<file path="src/rtl/sub32_seq_if.sv">
// ---------------------------------------------------------------------------
// sub32_seq_if
//
// Purpose:
//   Groups the request and result signals of the sequential 32-bit
//   subtractor so the requester and the subtractor connect as one bundle.
//   Clock and reset are not part of the bundle; they stay plain ports.
//
// Signals:
//   start  requester -> subtractor  request, only looked at while idle
//   A      requester -> subtractor  32-bit minuend
//   B      requester -> subtractor  32-bit subtrahend
//   Bin    requester -> subtractor  borrow in (weight 1 at bit 0)
//   busy   subtractor -> requester  operation in progress
//   done   subtractor -> requester  one-cycle completion pulse
//   D      subtractor -> requester  registered difference
//   Bout   subtractor -> requester  borrow out (unsigned A < B + Bin)
//   V      subtractor -> requester  signed overflow
//   Z      subtractor -> requester  difference is zero
//
// Modports:
//   master  the requesting side (drives start/A/B/Bin)
//   slave   the subtractor itself (drives busy/done/D/flags)
// ---------------------------------------------------------------------------
interface sub32_seq_if;

    logic        start;
    logic [31:0] A;
    logic [31:0] B;
    logic        Bin;
    logic        busy;
    logic        done;
    logic [31:0] D;
    logic        Bout;
    logic        V;
    logic        Z;

    modport master (
        output start,
        output A,
        output B,
        output Bin,
        input  busy,
        input  done,
        input  D,
        input  Bout,
        input  V,
        input  Z
    );

    modport slave (
        input  start,
        input  A,
        input  B,
        input  Bin,
        output busy,
        output done,
        output D,
        output Bout,
        output V,
        output Z
    );

endinterface

</file>
<file path="src/rtl/sub32_seq.sv">
// ---------------------------------------------------------------------------
// sub32_seq
//
// Purpose:
//   Sequential 32-bit subtractor computing D = A - B - Bin, one SLICE-bit
//   ripple slice per clock. The subtraction is done as A + ~B + ~Bin, so the
//   ripple carry starts at ~Bin and the final borrow is the inverted carry.
//   An operation takes N = 32/SLICE cycles in BUSY; completion is marked by
//   a one-cycle done pulse, and the result plus flags are held until the
//   next operation completes.
//
// Parameters:
//   SLICE  bits processed per cycle: 1, 2, 4, 8, 16 or 32
//
// Ports:
//   clk    rising-edge clock
//   reset  asynchronous, active-high reset
//   bus    sub32_seq_if.slave: start/A/B/Bin in, busy/done/D/Bout/V/Z out
// ---------------------------------------------------------------------------
module sub32_seq #(
    parameter int SLICE = 4
) (
    input  logic         clk,
    input  logic         reset,
    sub32_seq_if.slave   bus
);

    localparam int N  = 32 / SLICE;
    localparam int CW = (N > 1) ? $clog2(N) : 1;

    localparam logic [0:0] IDLE = 1'b0;
    localparam logic [0:0] BUSY = 1'b1;

    logic [0:0]       state_q, state_d;
    logic [CW-1:0]    cnt_q,   cnt_d;
    logic [31:0]      a_q,     a_d;
    logic [31:0]      b_q,     b_d;
    logic             carry_q, carry_d;
    logic [31:0]      acc_q,   acc_d;
    logic [31:0]      d_q,     d_d;
    logic             bout_q,  bout_d;
    logic             v_q,     v_d;
    logic             z_q,     z_d;
    logic             done_q,  done_d;

    logic [4:0]       base;
    logic [SLICE-1:0] a_s;
    logic [SLICE-1:0] b_s;
    logic [SLICE:0]   slice_sum;
    logic             last_slice;

    // Slice datapath: select the current SLICE bits of the latched operands
    // and add them with the inverted subtrahend and the running carry. The
    // top bit of slice_sum is the carry into the next slice.
    always_comb begin
        base       = 5'(cnt_q * SLICE);
        a_s        = a_q[base +: SLICE];
        b_s        = b_q[base +: SLICE];
        slice_sum  = {1'b0, a_s} + {1'b0, ~b_s} + (SLICE + 1)'(carry_q);
        last_slice = (cnt_q == CW'(N - 1));
    end

    // Next-state logic. Everything holds by default; done is a pulse and
    // therefore defaults low. The result registers are only loaded on the
    // final slice, so they keep the previous result throughout BUSY. The
    // overflow and zero flags look at the accumulator including the slice
    // written this cycle, which is exactly the value D is loaded with.
    always_comb begin
        state_d = state_q;
        cnt_d   = cnt_q;
        a_d     = a_q;
        b_d     = b_q;
        carry_d = carry_q;
        acc_d   = acc_q;
        d_d     = d_q;
        bout_d  = bout_q;
        v_d     = v_q;
        z_d     = z_q;
        done_d  = 1'b0;

        case (state_q)
            IDLE: begin
                if (bus.start) begin
                    a_d     = bus.A;
                    b_d     = bus.B;
                    carry_d = ~bus.Bin;
                    cnt_d   = '0;
                    state_d = BUSY;
                end
            end

            BUSY: begin
                acc_d[base +: SLICE] = slice_sum[SLICE-1:0];
                carry_d              = slice_sum[SLICE];
                cnt_d                = cnt_q + CW'(1);
                if (last_slice) begin
                    state_d = IDLE;
                    cnt_d   = '0;
                    done_d  = 1'b1;
                    d_d     = acc_d;
                    bout_d  = ~slice_sum[SLICE];
                    v_d     = (a_q[31] ^ b_q[31]) & (acc_d[31] ^ a_q[31]);
                    z_d     = (acc_d == 32'd0);
                end
            end

            default: begin
                state_d = IDLE;
                cnt_d   = '0;
            end
        endcase
    end

    // State registers. Reset clears everything, which also aborts an
    // operation in progress without a done pulse.
    always_ff @(posedge clk or posedge reset) begin
        if (reset) begin
            state_q <= IDLE;
            cnt_q   <= '0;
            a_q     <= '0;
            b_q     <= '0;
            carry_q <= 1'b0;
            acc_q   <= '0;
            d_q     <= '0;
            bout_q  <= 1'b0;
            v_q     <= 1'b0;
            z_q     <= 1'b0;
            done_q  <= 1'b0;
        end else begin
            state_q <= state_d;
            cnt_q   <= cnt_d;
            a_q     <= a_d;
            b_q     <= b_d;
            carry_q <= carry_d;
            acc_q   <= acc_d;
            d_q     <= d_d;
            bout_q  <= bout_d;
            v_q     <= v_d;
            z_q     <= z_d;
            done_q  <= done_d;
        end
    end

    assign bus.busy = (state_q == BUSY);
    assign bus.done = done_q;
    assign bus.D    = d_q;
    assign bus.Bout = bout_q;
    assign bus.V    = v_q;
    assign bus.Z    = z_q;

endmodule

</file>
<file path="src/flat_wrapper.sv">
// flat-port wrapper written by rule: the top's interface ports become plain ports
module sub32_seq_flat 
#(
    parameter int SLICE = 4
)
  (clk, reset, bus_start, bus_A, bus_B, bus_Bin, bus_busy, bus_done, bus_D, bus_Bout, bus_V, bus_Z);
  sub32_seq_if bus_i ();
  input  logic clk;
  input  logic reset;
  input wire logic [$bits(bus_i.start)-1:0] bus_start;
  input wire logic [$bits(bus_i.A)-1:0] bus_A;
  input wire logic [$bits(bus_i.B)-1:0] bus_B;
  input wire logic [$bits(bus_i.Bin)-1:0] bus_Bin;
  output wire logic [$bits(bus_i.busy)-1:0] bus_busy;
  output wire logic [$bits(bus_i.done)-1:0] bus_done;
  output wire logic [$bits(bus_i.D)-1:0] bus_D;
  output wire logic [$bits(bus_i.Bout)-1:0] bus_Bout;
  output wire logic [$bits(bus_i.V)-1:0] bus_V;
  output wire logic [$bits(bus_i.Z)-1:0] bus_Z;
  assign bus_i.start = bus_start;
  assign bus_i.A = bus_A;
  assign bus_i.B = bus_B;
  assign bus_i.Bin = bus_Bin;
  assign bus_busy = bus_i.busy;
  assign bus_done = bus_i.done;
  assign bus_D = bus_i.D;
  assign bus_Bout = bus_i.Bout;
  assign bus_V = bus_i.V;
  assign bus_Z = bus_i.Z;
  sub32_seq #(.SLICE(SLICE)) u_core (.clk(clk), .reset(reset), .bus(bus_i));
endmodule
</file>
<file path="config.mk">
export PLATFORM = sky130hd
export DESIGN_NAME = sub32_seq_flat
export DESIGN_NICKNAME = d
export VERILOG_FILES = /design/src/rtl/sub32_seq_if.sv /design/src/rtl/sub32_seq.sv /design/src/flat_wrapper.sv
export SDC_FILE = /design/constraint.sdc
export NUM_CORES = 1
export LEC_CHECK = 0
export ABC_AREA = 1
export CAP_MARGIN = 10
export CORE_ASPECT_RATIO = 1.5
export CORE_MARGIN = 5
export CORE_UTILIZATION = 30
export DETAILED_ROUTE_END_ITERATION = 16
export DONT_BUFFER_PORTS = 1
export PLACE_DENSITY = 0.52
export SETUP_SLACK_MARGIN = 0.5
export SLEW_MARGIN = 20
export SYNTH_ARGS = -nofsm -noshare
export SYNTH_HDL_FRONTEND = slang
export SYNTH_SLANG_ARGS = --single-unit
</file>
<file path="constraint.sdc">
create_clock -name clk -period 3.98 [get_ports clk]
set_input_delay 0.398 -clock clk [delete_from_list [all_inputs] [get_ports clk]]
set_output_delay 0.398 -clock clk [all_outputs]
set_load 0.01 [all_outputs]
</file>
==> impl_metrics.csv, run 1 <==
group,metric,value,unit
grt,overflow,0,
grt,maximum_number_of_pins_on_one_net_before_global_route_repair,138,
floorplanning,placeableCoreArea,0.02172,mm^2
synthesis,yosysWarningCount,0,
place,port_buffer_count,0,
synthesis,post_synth_inst_count,852,
setup_path,type_of_the_setup_path_with_the_least_slack,"flip-flop to flip-flop",
pwr,power.ir.vdd_worst,0.3756,mV
setup_path,cp-end-kind,"flip-flop",
layout,diode_count,0,
synthesis,synth-xor-area-share,0,%
route,vias,5313,
floorplanning,chipWidth,131.1,um
synthesis,synth_seq_cells,137,
route,drc_viols,0,
timing,finalWorstPathRequiredPeriod,3197,ps
route,drt-wirelength-per-cell,16.20,um
synthesis,synth_area_per_cell,7.741,um^2
route,drt_pre_antenna_iters,5,
cts,cts.clk_slew.worst_paths,60,ps
synthesis,synth.lib_cells_used.distinct,31,
synthesis,synth_top_family_by_area,"simple AND/OR/NAND/NOR gates",
synthesis,synthesis.area,0.006595,mm^2
grt,antenna_found_initial,0,
synthesis,synth_fa_ha_area_share,2.504,%
route,postRouteWirelength,18310,um
timing,worst-slew-pin-transition,805.1,ps
layout,synthToLayoutAreaGrowth,13.89,%
synthesis,synth-main-ff-cell,"sky130_fd_sc_hd__dfrtp_1",
layout,most_common_library_cell_in_the_layout_ignoring_fill_and_taps,"sky130_fd_sc_hd__nand2_1",
timing,final_clock_skew,12.14,ps
floorplanning,num_io_pins,105,
timing,grt_setup_unrepaired,"no",
setup_path,cp_data_required_time,4350,ps
floorplanning,fp.dieH,191.6,um
floorplanning,num_rows,66,
place,globalplace.congestion,0.8432,
setup_path,worst_ep_arrival_time,3570,ps
timing,fin_hold_ws,30.56,ps
place,placed_cells_incl_taps,1094,
synthesis,synth_mux_area_share,0,%
synthesis,synthesis.nets,932,
timing,finalSetupViolCount,0,
floorplanning,fp.dieArea,0.02511,mm^2
timing,hold_viol_final,0,
place,dp_hpwl,13420,um
cts,htreeDepth,4,
layout,stdcell_area,0.007511,mm^2
pwr,p_leak,3.667,nW
timing,fmax,312.8,MHz
layout,post_route_cells_drive_above_1_share,7.925,%
job,cap_viol_max_count,0,
min_path,holdCritPathClass,"primary input to asynchronous set/reset pin",
synthesis,synth_async_reset_ratio,100.0,%
synthesis,synth_compound_area_share,13.83,%
pwr,power.density_cell_area,962.6,mW/mm^2
timing,final.setup.tns,0,ps
cts,clk-insertion-delay-late,430,ps
synthesis,post_synth_and_or_nand_nor_area_fraction,24.53,%
route,number_of_drc_markers_in_iteration_0,325,
cts,tritoncts.num_buffers,17,
layout,finish.net_count,925,
synthesis,synth_top_cell_area_share,51.98,%
grt,first_pass_grt_wire_length,29230,um
timing,timing.final.crit_share,80.33,%
synthesis,synth_area_leaders,"sky130_fd_sc_hd__dfrtp_1 (52%), sky130_fd_sc_hd__nand2_1 (18%), sky130_fd_sc_hd__o21ai_0 (10%), sky130_fd_sc_hd__inv_1 (4.2%), sky130_fd_sc_hd__nor2_1 (2.8%)",
synthesis,number_of_flops_mapped_to_enable_cells_by_yosys,0,
route,drt-vias-per-instance,4.702,
place,postPlaceCellArea,0.006869,mm^2
cts,cts.sinks,137,
synthesis,ys_seq_area_share,51.98,%
synthesis,yosysTopAreaCell,"sky130_fd_sc_hd__dfrtp_1",
cts,cts-root-to-sink-buffers,2,
layout,final-instance-count-excl-fill,1130,
route,drtAntennaViolNets,0,
layout,layout_common_cells,"sky130_fd_sc_hd__nand2_1 (320), sky130_fd_sc_hd__o21ai_0 (138), sky130_fd_sc_hd__dfrtp_1 (134), sky130_fd_sc_hd__inv_1 (71), sky130_fd_sc_hd__nor2_1 (48)",
grt,all_layer_gr_usage,15.33,%
run_status,status,"complete, no violations",
setup_path,critical_path.max_fanout,18,
grt,first_global_vias,5300,
timing,final_max_slew_viol_count,0,
timing,timing.max_slew.rel_slack,46.33,%
floorplanning,initial_utilization,30.37,%
cts,tritoncts_clock_tree,"done",
setup_path,startpoint_type,"flip-flop",
cts,ctsRootBufferMaster,"sky130_fd_sc_hd__clkbuf_16",
## cell usage after synthesis, drive strengths merged (2+ instances only)
master  number
fa           2
nand2      325
buf         10
a21oi       21
o21ai      140
ha          10
clkinv       3
nand3       23
clkbuf      31
or2          3
a31oi        4
o211ai       4
nand4        5
nor2        52
o221ai       2
inv         76
dfrtp      137
## cell type report
cell class                 instances  area, um^2
timing repair buffer              15       137.6
sequential                       137        3435
clock buffer                      19       442.9
inverter                          79       306.5
tap                              272       340.3
clock inverter                    13       143.9
fill                            2343       14210
multi-input combinational        595        2705
## per-stage QoR
step                worst slack (ps)  power (mW)  util, %
global placement               645.4       5.631    31.63
floorplan                      735.2       4.702        -
CTS                            524.6       7.278    34.33
finish                         783.0       7.230    34.58
detailed placement             553.6       5.664    31.63
global route                   501.2       7.896    34.58
## worst max-delay path, stage by stage (launching register included)
cell and delay, ps:
sky130_fd_sc_hd__dfrtp_2 470, sky130_fd_sc_hd__buf_4 210, sky130_fd_sc_hd__a21oi_1 130, sky130_fd_sc_hd__o21ai_0 90, sky130_fd_sc_hd__o21ai_0 90, sky130_fd_sc_hd__o21ai_0 140
sky130_fd_sc_hd__fa_1 380, sky130_fd_sc_hd__inv_1 100, sky130_fd_sc_hd__fa_1 470, sky130_fd_sc_hd__nand2_1 160, sky130_fd_sc_hd__nor2_1 70, sky130_fd_sc_hd__nand3_1 80
sky130_fd_sc_hd__nand2_1 80, sky130_fd_sc_hd__nor2_1 100, sky130_fd_sc_hd__nand2_1 60, sky130_fd_sc_hd__nor2_1 170, sky130_fd_sc_hd__nand3_1 110, sky130_fd_sc_hd__nor2_1 110
sky130_fd_sc_hd__nand3_1 80, sky130_fd_sc_hd__nand2_1 60
## what timing repair did
| item | 4_1_cts | 5_1_grt |
|---|---|---|
| hold buffers | 0 | 0 |
| endpoints found under the setup margin | 0 | 1 |
| resized for setup | 0 | 7 |
| buffers inserted | 0 | 4 |
## kinds of logic (layout without fill, tap and decap cells)
kind of cell	after synthesis	after routing
AND/OR/NAND/NOR	408	408
AO/OA/AOI/OAI	175	175
flip-flops	137	137
buffers and inverters	120	126
adder cells (fa/ha/maj)	12	12
## layer usage
layer | track usage, % | part of all wire (%) | vias up
li1 | - | - | 2706
met4 | 6.295 | 2.5 | 0
met2 | 26.37 | 53 | 124
met1 | 17.91 | 40 | 2461
met3 | 3.979 | 4.8 | 22
met5 | 0 | 0 | -
## sequential cells by signal (all words and copies together) (netlist names)
signal / cells
u_core.bus.Z: 1
u_core.bus.V: 1
u_core.bus.D: 32
u_core.bus.busy: 1
u_core.b_q: 32
u_core.acc_q: 32
u_core.a_q: 32
u_core.bus.Bout: 1
u_core.carry_q: 1
u_core.bus.done: 1
u_core.cnt_q: 3
## report_power, final
part	leakage [nW]	total [mW]	switching, mW	internal, mW
Combinational	1.65	3.17	2.14	1.03
Sequential	1.74	2.47	0.468	2.01
Clock	0.276	1.59	0.646	0.943
## worst paths after layout
check	start	to	cells after the start	slack, ps
max in group asynchronous	reset	u_core.cnt_q[1]	2	3290
worst min-delay path	reset	u_core.bus.D[18]	2	30
worst min register to register	u_core.a_q[17]	u_core.a_q[17]	2	470
worst max register to register	u_core.cnt_q[0]	u_core.bus.Z	19	780
worst max-delay path	u_core.cnt_q[0]	u_core.bus.Z	19	780
min in group clk	bus_B[24]	u_core.b_q[24]	2	80
No activity file was read; power rests on OpenSTA's default activity.
==> run 2: changes to the inputs <==
==> constraint.sdc (replaced) <==
create_clock -name clk -period 2.6 [get_ports clk]
set_input_delay 0.26 -clock clk [delete_from_list [all_inputs] [get_ports clk]]
set_output_delay 0.26 -clock clk [all_outputs]
set_load 0.01 [all_outputs]
==> impl_metrics.csv, run 2 (synthesis gave the netlist of run 1 again) <==
group,metric,value,unit
floorplanning,fp.dieH,191.6,um
place,globalplace.congestion,0.9000,
run_status,status,"complete, but fails checks",
route,postRouteWirelength,19600,um
layout,diode_count,0,
setup_path,crit_slowest_cell,"sky130_fd_sc_hd__dfrtp_2",
layout,synthToLayoutAreaGrowth,39.59,%
grt,overflow,0,
setup_path,regToRegStartpoint,"u_core.cnt_q[0]",
timing,final_max_slew_viol_count,0,
run_status,violated_checks,"setup timing",
cts,cts-root-to-sink-buffers,2,
job,cap_viol_max_count,0,
grt,maximum_number_of_pins_on_one_net_before_global_route_repair,138,
route,drt-wirelength-per-cell,15.14,um
pwr,power.density_cell_area,1531,mW/mm^2
setup_path,type_of_the_setup_path_with_the_least_slack,"flip-flop to flip-flop",
timing,final.setup.worst_slack,-349.0,ps
timing,grt_setup_unrepaired,"yes",
timing,timing.final.crit_share,113.4,%
timing,hold_viol_final,0,
cts,ctsRootBufferMaster,"sky130_fd_sc_hd__clkbuf_16",
place,dp_worst_setup_slack,-573.9,ps
timing,finalWorstPathRequiredPeriod,2949,ps
cts,cts.clk_slew.worst_paths,60,ps
setup_path,startpoint_type,"flip-flop",
route,drt-vias-per-instance,4.570,
floorplanning,num_rows,66,
min_path,beginning_of_the_worst_hold_path,"bus_start",
grt,first_pass_grt_wire_length,31520,um
layout,layout_common_cells,"sky130_fd_sc_hd__nand2_1 (303), sky130_fd_sc_hd__dfrtp_1 (135), sky130_fd_sc_hd__buf_4 (97), sky130_fd_sc_hd__dlygate4sd3_1 (66), sky130_fd_sc_hd__o21ai_1 (63)",
min_path,holdCritPathClass,"primary input to flip-flop",
place,dp_hpwl,14260,um
pwr,p_leak,4.492,nW
floorplanning,chipWidth,131.1,um
setup_path,cp_common_cell,"sky130_fd_sc_hd__nand2_1",
cts,cts.sinks,137,
setup_path,critical_path.cell_chain,"inv_4 -> buf_6 -> nor2_1 -> o221ai_1 -> o21ai_1 -> fa_2 -> inv_2 -> fa_2 -> nand2_4 -> buf_6 -> nand4_1 -> nand2_1 -> nand2_1 -> nor2_1 -> nand2_1 -> nor2_1 -> nand2_1 -> nor2_1 -> nand3_1 -> nand2_1",
layout,finish.net_count,1091,
setup_path,cp_data_required_time,2960,ps
timing,final_clock_skew,12.50,ps
grt,all_layer_gr_usage,16.29,%
grt,first_global_vias,6118,
timing,worst-slew-pin-transition,819.9,ps
setup_path,worst_ep_arrival_time,3310,ps
place,port_buffer_count,0,
cts,tritoncts.num_buffers,17,
grt,antenna_found_initial,0,
setup_path,critical_path.max_fanout,8,
timing,fin_hold_ws,46.12,ps
layout,post_route_cells_drive_above_1_share,22.78,%
timing,fmax,339.1,MHz
route,drt_pre_antenna_iters,4,
setup_path,cp.buffers_inverters,4,
timing,timing.max_slew.rel_slack,45.34,%
route,number_of_drc_markers_in_iteration_0,243,
setup_path,cp-end-kind,"flip-flop",
floorplanning,num_io_pins,105,
layout,most_common_library_cell_in_the_layout_ignoring_fill_and_taps,"sky130_fd_sc_hd__nand2_1",
route,drtAntennaViolNets,0,
route,vias,5918,
cts,clk-insertion-delay-late,430,ps
pwr,power.ir.vdd_worst,0.8069,mV
setup_path,worst_path_dominant_cell_family,"simple AND/OR/NAND/NOR gates",
setup_path,critical_path.startpoint,"u_core.cnt_q[0]",
timing,finalSetupViolCount,44,
floorplanning,initial_utilization,30.37,%
cts,tritoncts_clock_tree,"done",
cts,htreeDepth,4,
setup_path,critical_path.max_stage_delay,480,ps
floorplanning,fp.dieArea,0.02511,mm^2
route,drc_viols,0,
floorplanning,placeableCoreArea,0.02172,mm^2
## run 2: cell types whose count changed in the layout (fill, tap and decap cells not counted), moves of 11 or more
cell,previous run,this run
sky130_fd_sc_hd__nand2_2,3,19
sky130_fd_sc_hd__dlygate4sd3_1,0,66
sky130_fd_sc_hd__inv_2,2,13
sky130_fd_sc_hd__nand2_1,320,303
sky130_fd_sc_hd__buf_6,0,15
sky130_fd_sc_hd__o21ai_1,2,63
sky130_fd_sc_hd__o21ai_0,138,62
sky130_fd_sc_hd__inv_1,71,59
sky130_fd_sc_hd__o21ai_2,0,15
sky130_fd_sc_hd__buf_4,13,97
## run 2: worst min-delay path, cell delays in order
cell                      delay [ps]
sky130_fd_sc_hd__nor2_1           40
sky130_fd_sc_hd__nand2_1          50
sky130_fd_sc_hd__o21ai_0          80
## run 2: report_power, final
part / total (mW) / leakage (nW) / switching [mW] / internal, mW
Clock: 2.46 / 0.289 / 0.941 / 1.52
Combinational: 7.85 / 2.46 / 4.28 / 3.57
Sequential: 3.78 / 1.74 / 0.714 / 3.07
Total: 14.1 / 4.49 / 5.94 / 8.16
## run 2: worst paths after layout
kind / to / slack (ps) / cells after the start
worst max register to register: u_core.bus.Z / -350 / 20
max in group asynchronous: u_core.bus.D[18] / 1450 / 3
min in group asynchronous: u_core.bus.done / 480 / 3
worst max-delay path: u_core.bus.Z / -350 / 20
worst min register to register: u_core.a_q[17] / 470 / 2
worst min-delay path: u_core.cnt_q[0] / 50 / 3
## run 2: final cells by class
| class | instances | area, um^2 |
|---|---|---|
| sequential | 137 | 3431 |
| tap | 272 | 340.3 |
| clock inverter | 12 | 151.4 |
| multi-input combinational | 595 | 2932 |
| clock buffer | 19 | 442.9 |
| inverter | 79 | 311.5 |
| timing repair buffer | 181 | 1598 |
| fill | 2202 | 12510 |
## run 2: through the flow
stage               TNS [ps]  power [mW]  util [%]  area (um^2)  instances
floorplan             -683.5       7.562         -         6684        852
global placement       -7455       10.50     34.96         7594       1184
detailed placement    -11310       10.56     34.96         7594       1184
CTS                    -3719       14.10     42.19         9164       1294
global route          -13670       15.24     42.39         9206       1295
finish                 -4318       14.10     42.39         9206       1295
## run 2: what timing repair did
action	CTS	global route
endpoints found under the setup margin	68	68
cloned	0	0
gates resized for setup	91	12
hold endpoints to repair	202	0
pin swaps	20	5
hold buffers	66	0
buffers inserted	13	1
## run 2: layer usage
| layer | track usage [%] | vias to the layer above | routed length [um] |
|---|---|---|---|
| met5 | 0 | - | 0 |
| li1 | - | 3024 | - |
| met4 | 6.295 | 0 | 516 |
| met1 | 18.02 | 2765 | 7811 |
| met3 | 3.840 | 30 | 763 |
| met2 | 29.60 | 99 | 10510 |
==> run 3: changes to the inputs <==
--- a/config.mk
+++ b/config.mk
@@ -8,7 +8,6 @@
 export ABC_AREA = 1
 export CAP_MARGIN = 10
 export CORE_ASPECT_RATIO = 1.5
-export CORE_MARGIN = 5
 export CORE_UTILIZATION = 30
 export DETAILED_ROUTE_END_ITERATION = 16
 export DONT_BUFFER_PORTS = 1
==> impl_metrics.csv, run 3 (synthesis gave the netlist of run 1 again) <==
group,metric,value,unit
layout,finish.net_count,1089,
cts,tritoncts_clock_tree,"done",
grt,first_global_vias,5989,
setup_path,critical_path.startpoint,"u_core.cnt_q[0]",
setup_path,worst_reg_to_reg_path_cell_count,20,
timing,timing.max_slew.rel_slack,48.83,%
cts,htreeDepth,4,
setup_path,regToRegEndpoint,"u_core.bus.Z",
route,drt-wirelength-per-cell,15.00,um
timing,finalWorstPathRequiredPeriod,2998,ps
timing,finalSetupViolCount,50,
floorplanning,num_io_pins,105,
setup_path,critical_path.max_fanout,5,
floorplanning,fp.dieH,183.6,um
setup_path,cp-end-kind,"flip-flop",
setup_path,regToRegSetupSlack,-400,ps
cts,cts.clk_slew.worst_paths,60,ps
cts,cts-root-to-sink-buffers,2,
place,port_buffer_count,0,
route,number_of_drc_markers_in_iteration_0,225,
setup_path,type_of_the_setup_path_with_the_least_slack,"flip-flop to flip-flop",
route,drt-vias-per-instance,4.625,
timing,hold_viol_final,0,
grt,overflow,0,
setup_path,worst_ep_arrival_time,3360,ps
route,vias,5966,
timing,final_max_slew_viol_count,0,
cts,cts.sinks,137,
run_status,status,"complete, but fails checks",
timing,final.setup.worst_slack,-398.0,ps
layout,stdcell_area,0.009370,mm^2
route,drtAntennaViolNets,0,
cts,clk-insertion-delay-late,430,ps
pwr,p_leak,4.536,nW
min_path,holdCritPathClass,"primary input to flip-flop",
floorplanning,chipWidth,123.1,um
place,dp_hpwl,14070,um
setup_path,regToRegStartpoint,"u_core.cnt_q[0]",
layout,post_route_cells_drive_above_1_share,23.97,%
timing,grt_setup_unrepaired,"yes",
layout,synthToLayoutAreaGrowth,42.08,%
pwr,power.ir.vdd_worst,0.7057,mV
timing,worst-slew-pin-transition,767.6,ps
cts,tritoncts.num_buffers,17,
timing,final_clock_skew,11.44,ps
place,globalplace.congestion,0.8856,
floorplanning,placeableCoreArea,0.02164,mm^2
place,dp_worst_setup_slack,-597.3,ps
floorplanning,initial_utilization,30.48,%
setup_path,startpoint_type,"flip-flop",
route,postRouteWirelength,19350,um
timing,timing.final.crit_share,115.3,%
route,drt_pre_antenna_iters,4,
layout,layout_common_cells,"sky130_fd_sc_hd__nand2_1 (304), sky130_fd_sc_hd__dfrtp_1 (135), sky130_fd_sc_hd__buf_4 (86), sky130_fd_sc_hd__dlygate4sd3_1 (64), sky130_fd_sc_hd__inv_1 (63)",
timing,fmax,333.6,MHz
min_path,worst_hold_path_cells,2,
setup_path,cp_data_required_time,2960,ps
grt,antenna_found_initial,0,
grt,first_pass_grt_wire_length,31040,um
pwr,p_total,14.46,mW
setup_path,endpoint_of_the_worst_setup_timing_path,"u_core.bus.Z",
job,cap_viol_max_count,0,
grt,maximum_number_of_pins_on_one_net_before_global_route_repair,87,
place,postPlaceCellArea,0.007619,mm^2
layout,diode_count,0,
route,drc_viols,0,
grt,all_layer_gr_usage,18.18,%
floorplanning,fp.dieArea,0.02259,mm^2
layout,final-instance-count-excl-fill,1290,
pwr,power.density_cell_area,1543,mW/mm^2
run_status,violated_checks,"setup timing",
floorplanning,num_rows,66,
layout,most_common_library_cell_in_the_layout_ignoring_fill_and_taps,"sky130_fd_sc_hd__nand2_1",
place,placed_cells_incl_taps,1179,
cts,ctsRootBufferMaster,"sky130_fd_sc_hd__clkbuf_16",
run 3: worst min path at each step:
stage	endpoint	slack (ps)	startpoint
6_report	u_core.b_q[8]	1	bus_B[8]
5_1_grt	u_core.b_q[8]	20	bus_B[8]
4_1_cts	u_core.b_q[18]	3	bus_B[18]
3_5_place_dp	u_core.b_q[20]	220	reset
3_3_place_gp	u_core.b_q[20]	220	reset
2_1_floorplan	u_core.a_q[14]	380	bus_A[14]
run 3: power breakdown:
part	leakage [nW]	switching (mW)	internal (mW)	total, mW
Sequential	1.74	0.711	3.07	3.78
Combinational	2.53	4.47	3.87	8.33
Clock	0.268	0.918	1.43	2.35
Total	4.54	6.10	8.37	14.5
run 3: critical path, cell delays in order, from the launching register on:
cell and delay, ps:
sky130_fd_sc_hd__dfrtp_2 460, sky130_fd_sc_hd__buf_6 140, sky130_fd_sc_hd__buf_6 110, sky130_fd_sc_hd__buf_16 120, sky130_fd_sc_hd__a21oi_1 130, sky130_fd_sc_hd__o21ai_0 90
sky130_fd_sc_hd__o21ai_1 120, sky130_fd_sc_hd__nand2_1 80, sky130_fd_sc_hd__o211ai_1 160, sky130_fd_sc_hd__fa_2 560, sky130_fd_sc_hd__nand3_2 100, sky130_fd_sc_hd__nor2_1 50
sky130_fd_sc_hd__nand2_1 100, sky130_fd_sc_hd__nand2_2 80, sky130_fd_sc_hd__nor2_4 140, sky130_fd_sc_hd__nand2_1 70, sky130_fd_sc_hd__nor2_1 100, sky130_fd_sc_hd__nand3_1 70
sky130_fd_sc_hd__nor2_1 120, sky130_fd_sc_hd__nand3_1 70, sky130_fd_sc_hd__nand2_1 60
run 3: final cells by class:
cell class	instances	area, um^2
Clock buffer	19	452.9
Clock inverter	9	102.6
Fill cell	2176	12270
Inverter	79	312.8
Multi-Input combinational cell	595	3028
Sequential cell	137	3431
Tap cell	272	340.3
Timing Repair Buffer	179	1703
run 3: per-stage QoR:
stage,hold slack (ps),utilization [%],TNS (ps)
2_1_floorplan,376.6,-,-683.5
3_3_place_gp,217.1,35.21,-6514
3_5_place_dp,216.3,35.21,-8212
4_1_cts,2.990,41.83,-7856
5_1_grt,20.86,43.31,-16900
6_report,1.033,43.31,-7805
run 3: repair_timing:
item	4_1_cts	5_1_grt
endpoints found under the hold margin	78	1
resized for setup	51	71
gates cloned	2	0
endpoints found under the setup margin	68	70
pin swaps	23	22
setup buffers	6	11
hold buffers	63	1
run 3: per-layer routing:
| layer | up-vias | part of all wire, % | track usage, % |
|---|---|---|---|
| met5 | - | 0 | 0 |
| met4 | 0 | 3.3 | 8.434 |
| met3 | 37 | 3.3 | 3.784 |
| met2 | 132 | 53 | 32.29 |
| met1 | 2778 | 40 | 20.47 |
| li1 | 3019 | - | - |
